### src/rtl/dac_data_adapter.sv
// dac_data_adapter
// Consumes a 128-bit AXI-Stream of sample pairs and drives two 14-bit DAC
// lanes for a programmed number of beats after a start trigger. Outside a
// burst both lanes are parked at IDLE_CODE. Cycles in PLAY with no data
// available are counted as underruns (saturating).

module dac_data_adapter #(
    parameter logic [13:0] IDLE_CODE = 14'h2000
) (
    input  logic         aclk,
    input  logic         areset,
    input  logic [31:0]  sample_count,
    input  logic         start_trigger,
    output logic         start_trigger_ack,
    output logic [31:0]  sample_counter,
    output logic [1:0]   sample_state,
    output logic [15:0]  underrun_count,
    output logic [13:0]  dac_data_1,
    output logic [13:0]  dac_data_2,
    output logic         dac_valid,
    input  logic [127:0] s_axis_tdata,
    input  logic         s_axis_tvalid,
    output logic         s_axis_tready
);

    typedef enum logic [1:0] {
        ST_IDLE = 2'd0,
        ST_PLAY = 2'd1,
        ST_DONE = 2'd2,
        ST_RSVD = 2'd3
    } state_t;

    state_t      state_r;
    state_t      state_next_s;
    logic [31:0] counter_r;
    logic [31:0] counter_next_s;
    logic        ack_r;
    logic        ack_next_s;
    logic [15:0] underrun_r;
    logic [15:0] underrun_next_s;
    logic [13:0] data1_r;
    logic [13:0] data1_next_s;
    logic [13:0] data2_r;
    logic [13:0] data2_next_s;
    logic        valid_r;
    logic        valid_next_s;
    logic        tready_s;
    logic        xfer_s;

    // Only lane bits [13:0] and [77:64] carry samples; the rest is don't-care.
    logic        unused_tdata_s;
    assign unused_tdata_s = ^{s_axis_tdata[127:78], s_axis_tdata[63:14]};

    // Ready depends on the state register alone so reset drops it at once.
    assign tready_s = (state_r == ST_PLAY);
    assign xfer_s   = s_axis_tvalid & tready_s;

    // Next-state and next-output decode for every registered output.
    always_comb begin
        state_next_s    = state_r;
        counter_next_s  = counter_r;
        ack_next_s      = 1'b0;
        underrun_next_s = underrun_r;
        data1_next_s    = data1_r;
        data2_next_s    = data2_r;
        valid_next_s    = 1'b0;
        case (state_r)
            ST_IDLE: begin
                counter_next_s = sample_count;
                data1_next_s   = IDLE_CODE;
                data2_next_s   = IDLE_CODE;
                if (start_trigger) begin
                    ack_next_s      = 1'b1;
                    underrun_next_s = 16'h0000;
                    if (sample_count != 32'd0) begin
                        state_next_s = ST_PLAY;
                    end else begin
                        // Zero-length burst: no beats, straight to DONE.
                        state_next_s = ST_DONE;
                    end
                end else begin
                    state_next_s = ST_IDLE;
                end
            end
            ST_PLAY: begin
                if (xfer_s) begin
                    data1_next_s   = s_axis_tdata[13:0];
                    data2_next_s   = s_axis_tdata[77:64];
                    valid_next_s   = 1'b1;
                    counter_next_s = counter_r - 32'd1;
                    if (counter_r == 32'd1) begin
                        state_next_s = ST_DONE;
                    end else begin
                        state_next_s = ST_PLAY;
                    end
                end else begin
                    // Underrun: hold the lanes, count the starved cycle.
                    if (underrun_r != 16'hFFFF) begin
                        underrun_next_s = underrun_r + 16'd1;
                    end else begin
                        underrun_next_s = underrun_r;
                    end
                end
            end
            ST_DONE: begin
                data1_next_s = IDLE_CODE;
                data2_next_s = IDLE_CODE;
                state_next_s = ST_IDLE;
            end
            default: begin
                data1_next_s   = IDLE_CODE;
                data2_next_s   = IDLE_CODE;
                counter_next_s = 32'd0;
                state_next_s   = ST_IDLE;
            end
        endcase
    end

    // State and output registers with asynchronous return to idle values.
    always_ff @(posedge aclk or posedge areset) begin
        if (areset) begin
            state_r    <= ST_IDLE;
            counter_r  <= 32'd0;
            ack_r      <= 1'b0;
            underrun_r <= 16'h0000;
            data1_r    <= IDLE_CODE;
            data2_r    <= IDLE_CODE;
            valid_r    <= 1'b0;
        end else begin
            state_r    <= state_next_s;
            counter_r  <= counter_next_s;
            ack_r      <= ack_next_s;
            underrun_r <= underrun_next_s;
            data1_r    <= data1_next_s;
            data2_r    <= data2_next_s;
            valid_r    <= valid_next_s;
        end
    end

    assign s_axis_tready     = tready_s;
    assign sample_state      = state_r;
    assign sample_counter    = counter_r;
    assign start_trigger_ack = ack_r;
    assign underrun_count    = underrun_r;
    assign dac_data_1        = data1_r;
    assign dac_data_2        = data2_r;
    assign dac_valid         = valid_r;

endmodule

### config.mk
export PLATFORM = sky130hd
export DESIGN_NAME = dac_data_adapter
export DESIGN_NICKNAME = d
export VERILOG_FILES = /design/src/rtl/dac_data_adapter.sv
export SDC_FILE = /design/constraint.sdc
export NUM_CORES = 1
export LEC_CHECK = 0
export BUFFER_PORTS_ARGS = -buffer_cell sky130_fd_sc_hd__clkbuf_2
export CAP_MARGIN = 20
export CORE_AREA = 2 2 102 104
export CTS_CLUSTER_DIAMETER = 30
export DETAILED_ROUTE_END_ITERATION = 12
export DIE_AREA = 0 0 104 106
export PLACE_DENSITY = 0.89
export SLEW_MARGIN = 40
export SYNTH_ARGS = -nofsm -noshare
export SYNTH_HDL_FRONTEND = slang
export SYNTH_SLANG_ARGS = --single-unit
export TNS_END_PERCENT = 5
### constraint.sdc
create_clock -name aclk -period 4.5 [get_ports aclk]
set_clock_uncertainty 0.2 [all_clocks]
set_input_delay 1.35 -clock aclk [delete_from_list [all_inputs] [get_ports aclk]]
set_output_delay 1.35 -clock aclk [all_outputs]
set_load 0.03 [all_outputs]
### Word-level counts from Yosys, hierarchy flattened

Index checks and enable logic that the tools add are counted.

| operators by class | value |
|---|---|
| eq/ne operators | 8 |
| add/sub/neg operators | 2 |
| reductions and logical operators | 5 |
| bitwise gates (word level) | 2 |
| multiplexer cells | 19 |

Operators by type and width:

| kind | count |
|---|---|
| $pmux W32 S3 | 1 |
| $mux W14 | 4 |
| $mux W16 | 3 |
| $eq A32 B1 Y1 const B | 1 |
| $mux W32 | 1 |
| $pmux W16 S2 | 1 |
| $reduce_bool A32 Y1 | 1 |
| $sub A32 B1 Y32 const B | 1 |
| $add A16 B1 Y16 const B | 1 |
| $ne A16 B16 Y1 const B | 1 |
| $mux W2 | 4 |
| $mux W1 | 4 |
| $ne A2 B1 Y1 const B | 2 |
| $ne A2 B2 Y1 const B | 2 |
| $pmux W2 S2 | 1 |
| $reduce_and A4 Y1 | 1 |
| $eq A2 B1 Y1 const B | 1 |
| $eq A2 B2 Y1 const B | 1 |
| $logic_not A2 Y1 | 1 |
| $reduce_and A2 Y1 | 1 |
| $reduce_bool A2 Y1 | 1 |
| $and A1 B1 Y1 | 1 |
| $not A1 Y1 | 1 |

| storage, ports and cells | value |
|---|---|
| register bits after elaboration | 80 |
| input bits | 164 |
| output and inout bits | 81 |

### Depth between registers and ports, before layout

| depth | value |
|---|---|
| depth in word-level cells | 4 |
| gate-level depth with buffers | 8 |
| gate-level depth less buffers | 7 |

### Worst setup path after synthesis

No wires, ideal clock.

| timing | value |
|---|---|
| kind | register -> output |
| from | register state_r[1] (netlist: sample_state[1]) |
| to | output s_axis_tready |
| slack | 1.392 ns |
| arrival time | 1.558 ns |
| data required time | 2.950 ns |
| cell stages (with the launch flop) | 6 |
| cell sequence | dfrtp_1 buf_2 nand2b_1 buf_2 inv_1 buf_1 |

| on the way | value |
|---|---|
| longest elaborated chain between the ends | 1 |

RTL lines:

| element | RTL line | source |
|---|---|---|
| start: declaration | 33 | `state_t state_r;` |
| start signal: assignment | 130 | `state_r <= state_next_s;` |
| $eq A2 B1 Y1 | 55 | `assign tready_s = (state_r == ST_PLAY);` |
| end: declaration | 23 | `output logic s_axis_tready` |

Every way passes these cells.

### Worst setup path in the final report

| timing | value |
|---|---|
| from | register state_r[0] (netlist: sample_state[0]) |
| to | output s_axis_tready |

The elaborated chain is that of the path after synthesis.

==> summary.md <==
| Metric | Value |
|---|---|
| Status | `complete, no violations` |
| Slew HR | `between 50% and 60%` |
| Pre-CTS WS | `roughly 940 ps` |
| Cell Rows | `37` |
| First-pass GRT wire length | `21.4 mm` |
| WP data arrival | `~2000 ps` |
| Die Area | `around 11000 um2` |
| Nets@finish | `771` |
| Seq/Total Area, Yosys | `approximately 46%` |
| Max Cap Viol | `0` |
| CP Cell Sequence | `nand2b_2 > inv_1 > clkbuf_2` |
| Synth area leaders | `dfrtp_1 45%, mux2i_1 7.3%, nor2_1 5.1%` |
| Count of non-filler cells in the finished layout | `approximately 750` |
| Cts hold-fix bufs | `0` |
| Startpoint types | `register` |
| Delay-heaviest family, CP | `flip-flops` |
| Setup violators final | `0` |
| RSZ-0062 raised after global routing | `false` |
| Via density per instance | `5.89` |
| Placed cells | `729` |
| Setup crit start | `sample_state[0]$_DFFE_PP0P_` |
| CTS sink count | `80` |
| Largest stage delay, worst path | `slightly below 800 ps` |
| Syn Std Cell Area | `4370 um2` |
| Syn nets | `~640` |
| Post-Syn Area per Cell | `a little over 9 um2` |
| Clk Latency, worst-skew pair | `roughly 350 ps` |
| CTS buffer count | `9` |
| Post-layout total power | `roughly 2400 uW` |
| Reg-to-reg startpoint | `sample_state[0]$_DFFE_PP0P_` |
| Most frequent cells in the layout | `144 x clkbuf_2, 78 x dfrtp_1, 58 x nor2_1` |
| # diodes | `0` |
| Antenna violations before repair | `0` |
| Worst Reg2Reg Path Length in Cells | `6` |
| Worst setup endpoint | `s_axis_tready` |
| CP max-delay cell | `dfrtp_1` |
| Number of cells on the critical path | `3` |
| Grt met2 use | `a little under two fifths` |
| Tmin final | `between 3000 and 4000 ps` |
| Post-synth EDFFs | `0` |
| Worst-path fanout max | `16` |
| Post-synth ARST share | `between 90% and 100%` |
| Layout cell share with drive strength beyond 1 | `just under 30%` |
| Commonest non-fill, non-tap cell in the layout | `clkbuf_2` |
| Total track usage | `24.3%` |
| Post-DP HPWL | `between 9 and 10 mm` |
| I/O Buffers | `approximately 140` |
| Fin crit share | `79.6%` |
| Synth Area in Adders | `less than 1%` |
| Compound-Gate Fraction of Synth Area | `between 10% and 20%` |
| Ys Warns | `0` |
| DR vias | `~4400` |
| Buffers & Inverters on Critical Path | `2` |
| Clock transition at path regs | `roughly 80 ps` |
| Mapped Cells | `469` |
| Max Fclk | `0.279 GHz` |
| Worst vdd ir | `~220 uV` |
| TritonCTS clock tree | `yes` |
| Drt wl/cell | `approximately 18 um` |
| Type of the worst setup path | `register to output pin` |
| Netlist cell types | `between 50 and 60` |
| Pins over their slew limit | `0` |
| Routed Antenna Nets | `0` |
| Post-Synth Simple-Gate Area | `about a quarter` |
| Core Area | `between 9000 and 10000 um2` |
| Worst slew pin tran | `approximately 720 ps` |
| Largest family of logic cells by synthesized area | `simple AND/OR/NAND/NOR gates` |
| Area growth syn-to-layout | `22.0%` |
| GRT busiest layer | `met2` |
| Cell taking the most area after synthesis | `dfrtp_1` |
| Reg2Reg Capture Point | `underrun_count[7]$_DFFE_PP0P_` |
| Post-CTS setup buffers | `0` |
| Power per cell area | `449 nW/um2` |
| Chip height | `106 um` |
| Grt total ovfl | `0` |
| Met3 GRT Util | `6.25%` |
| # fillers | `slightly above 900` |
| Hold Crit Class | `register to register` |
| Max Root-Sink Buffers | `2` |
| Yosys reg bits | `80` |
| Initial Utilization | `between 40% and 50%` |
| I/O pin cnt | `about 250` |
| Leakage power | `0.00250 uW` |
| Placer congestion estimate | `between 0.9 and 1` |
| 1st-pass router iterations | `7` |
| Worst Setup Slack, final | `about 900 ps` |
| Vias in the first global route | `approximately 4300` |
| DRT iter0 DRCs | `between 200 and 300` |
| Synth top area share | `about 45%` |
| Post-Route WL | `around 13 mm` |
| Post-synthesis mux area share | `under 10%` |
| Min-Delay Path Depth | `2` |
| H-tree lvl count | `3` |
| Post-CTS Resized | `0` |
| Die width | `104 um` |
| Largest net degree at the start of global routing | `between 80 and 90` |
| Met1 Use GR | `between 30% and 40%` |
| Fin. Hold Viols | `0` |
| DRC | `0` |
| XOR/XNOR share of the synthesized area | `approximately 2%` |
| Worst setup EP type | `output pin` |
| R2r setup slk | `roughly 1600 ps` |
| CTS root buffer | `clkbuf_8` |
| Setup TNS | `0 ps` |
| Required time of the critical path | `around 3000 ps` |
| Main flop type after synthesis | `dfrtp_1` |
[per-stage QoR]
stage | util (%) | area, um2 | hold slack [ps]
detailed placement | 51.7 | 5170 | 316
floorplan | - | 4370 | 396
finish | 53.3 | 5330 | 329
CTS | 53.3 | 5330 | 333
global placement | 51.7 | 5170 | 303
global route | 53.3 | 5330 | 365
[cell type report]
class | instances | area (um2) | share of cell area [%]
Clock buffer | 12 | 135 | 2.54
Clock inverter | 4 | 22.5 | 0.423
Inverter | 10 | 37.5 | 0.704
Multi-Input combinational cell | 354 | 2200 | 41.2
Sequential cell | 80 | 2000 | 37.6
Tap cell | 136 | 170 | 3.19
Timing Repair Buffer | 149 | 762 | 14.3
[cells by family (layout without fill, tap and decap cells)]
| kind of cell | count (synthesis) | count (layout) |
|---|---|---|
| DFF | 80 | 80 |
| AOI/OAI and AO/OA | 109 | 109 |
| buffers and inverters | 35 | 175 |
| adders and majority gates | 3 | 3 |
| muxes | 32 | 32 |
| xor gates and xnor gates | 10 | 10 |
| and+or+nand+nor | 200 | 200 |
[how the worst min path moves through the flow]
stage | start | to | slack (ps)
5_1_grt | dac_data_1[13]$_DFFE_PP1P_ | dac_data_1[13]$_DFFE_PP1P_ | 370
2_1_floorplan | dac_data_1[13]$_DFFE_PP1P_ | dac_data_1[13]$_DFFE_PP1P_ | 400
3_3_place_gp | dac_data_1[5]$_DFFE_PP0P_ | dac_data_1[5]$_DFFE_PP0P_ | 300
3_5_place_dp | dac_data_2[5]$_DFFE_PP0P_ | dac_data_2[5]$_DFFE_PP0P_ | 320
4_1_cts | dac_data_1[11]$_DFFE_PP0P_ | dac_data_1[11]$_DFFE_PP0P_ | 330
6_report | dac_data_1[11]$_DFFE_PP0P_ | dac_data_1[11]$_DFFE_PP0P_ | 330
[synthesized netlist by cell type, types with 4 or more instances]
cell type	instances
dfrtp_1	78
nor2_1	59
nand2_1	41
o21ai_0	38
mux2i_1	32
a21oi_1	21
nor4_1	19
nor3_1	16
nand3_1	14
a22oi_1	10
inv_1	10
clkbuf_1	9
buf_1	7
o211ai_1	7
o311ai_0	7
or3_1	7
or4_1	6
xnor2_1	5
xor2_1	5
a32oi_1	4
and2_1	4
and3_1	4
buf_2	4
buf_6	4
[state kept, by name, indices dropped and copies added (netlist names)]
register           flops
underrun_count        16
sample_counter        32
sample_state           2
dac_valid              1
dac_data_1            14
dac_data_2            14
start_trigger_ack      1
[metal layers]
layer,wire length (um),share of wire (%)
met2,6060,46
met5,0,0
met3,1370,10
met4,508,3.9
met1,5240,40
[report_power, final]
group	switching, uW	internal [uW]	total, uW
registers	214	851	1070
clock network	266	199	465
logic	584	280	864
[tightest hold or removal path, cell delays in order, from the launching register on]
cell and delay [ps]:
dfrtp_1 360, mux2i_1 70, nor2_1 70
(Power assumes the default switching activity.)
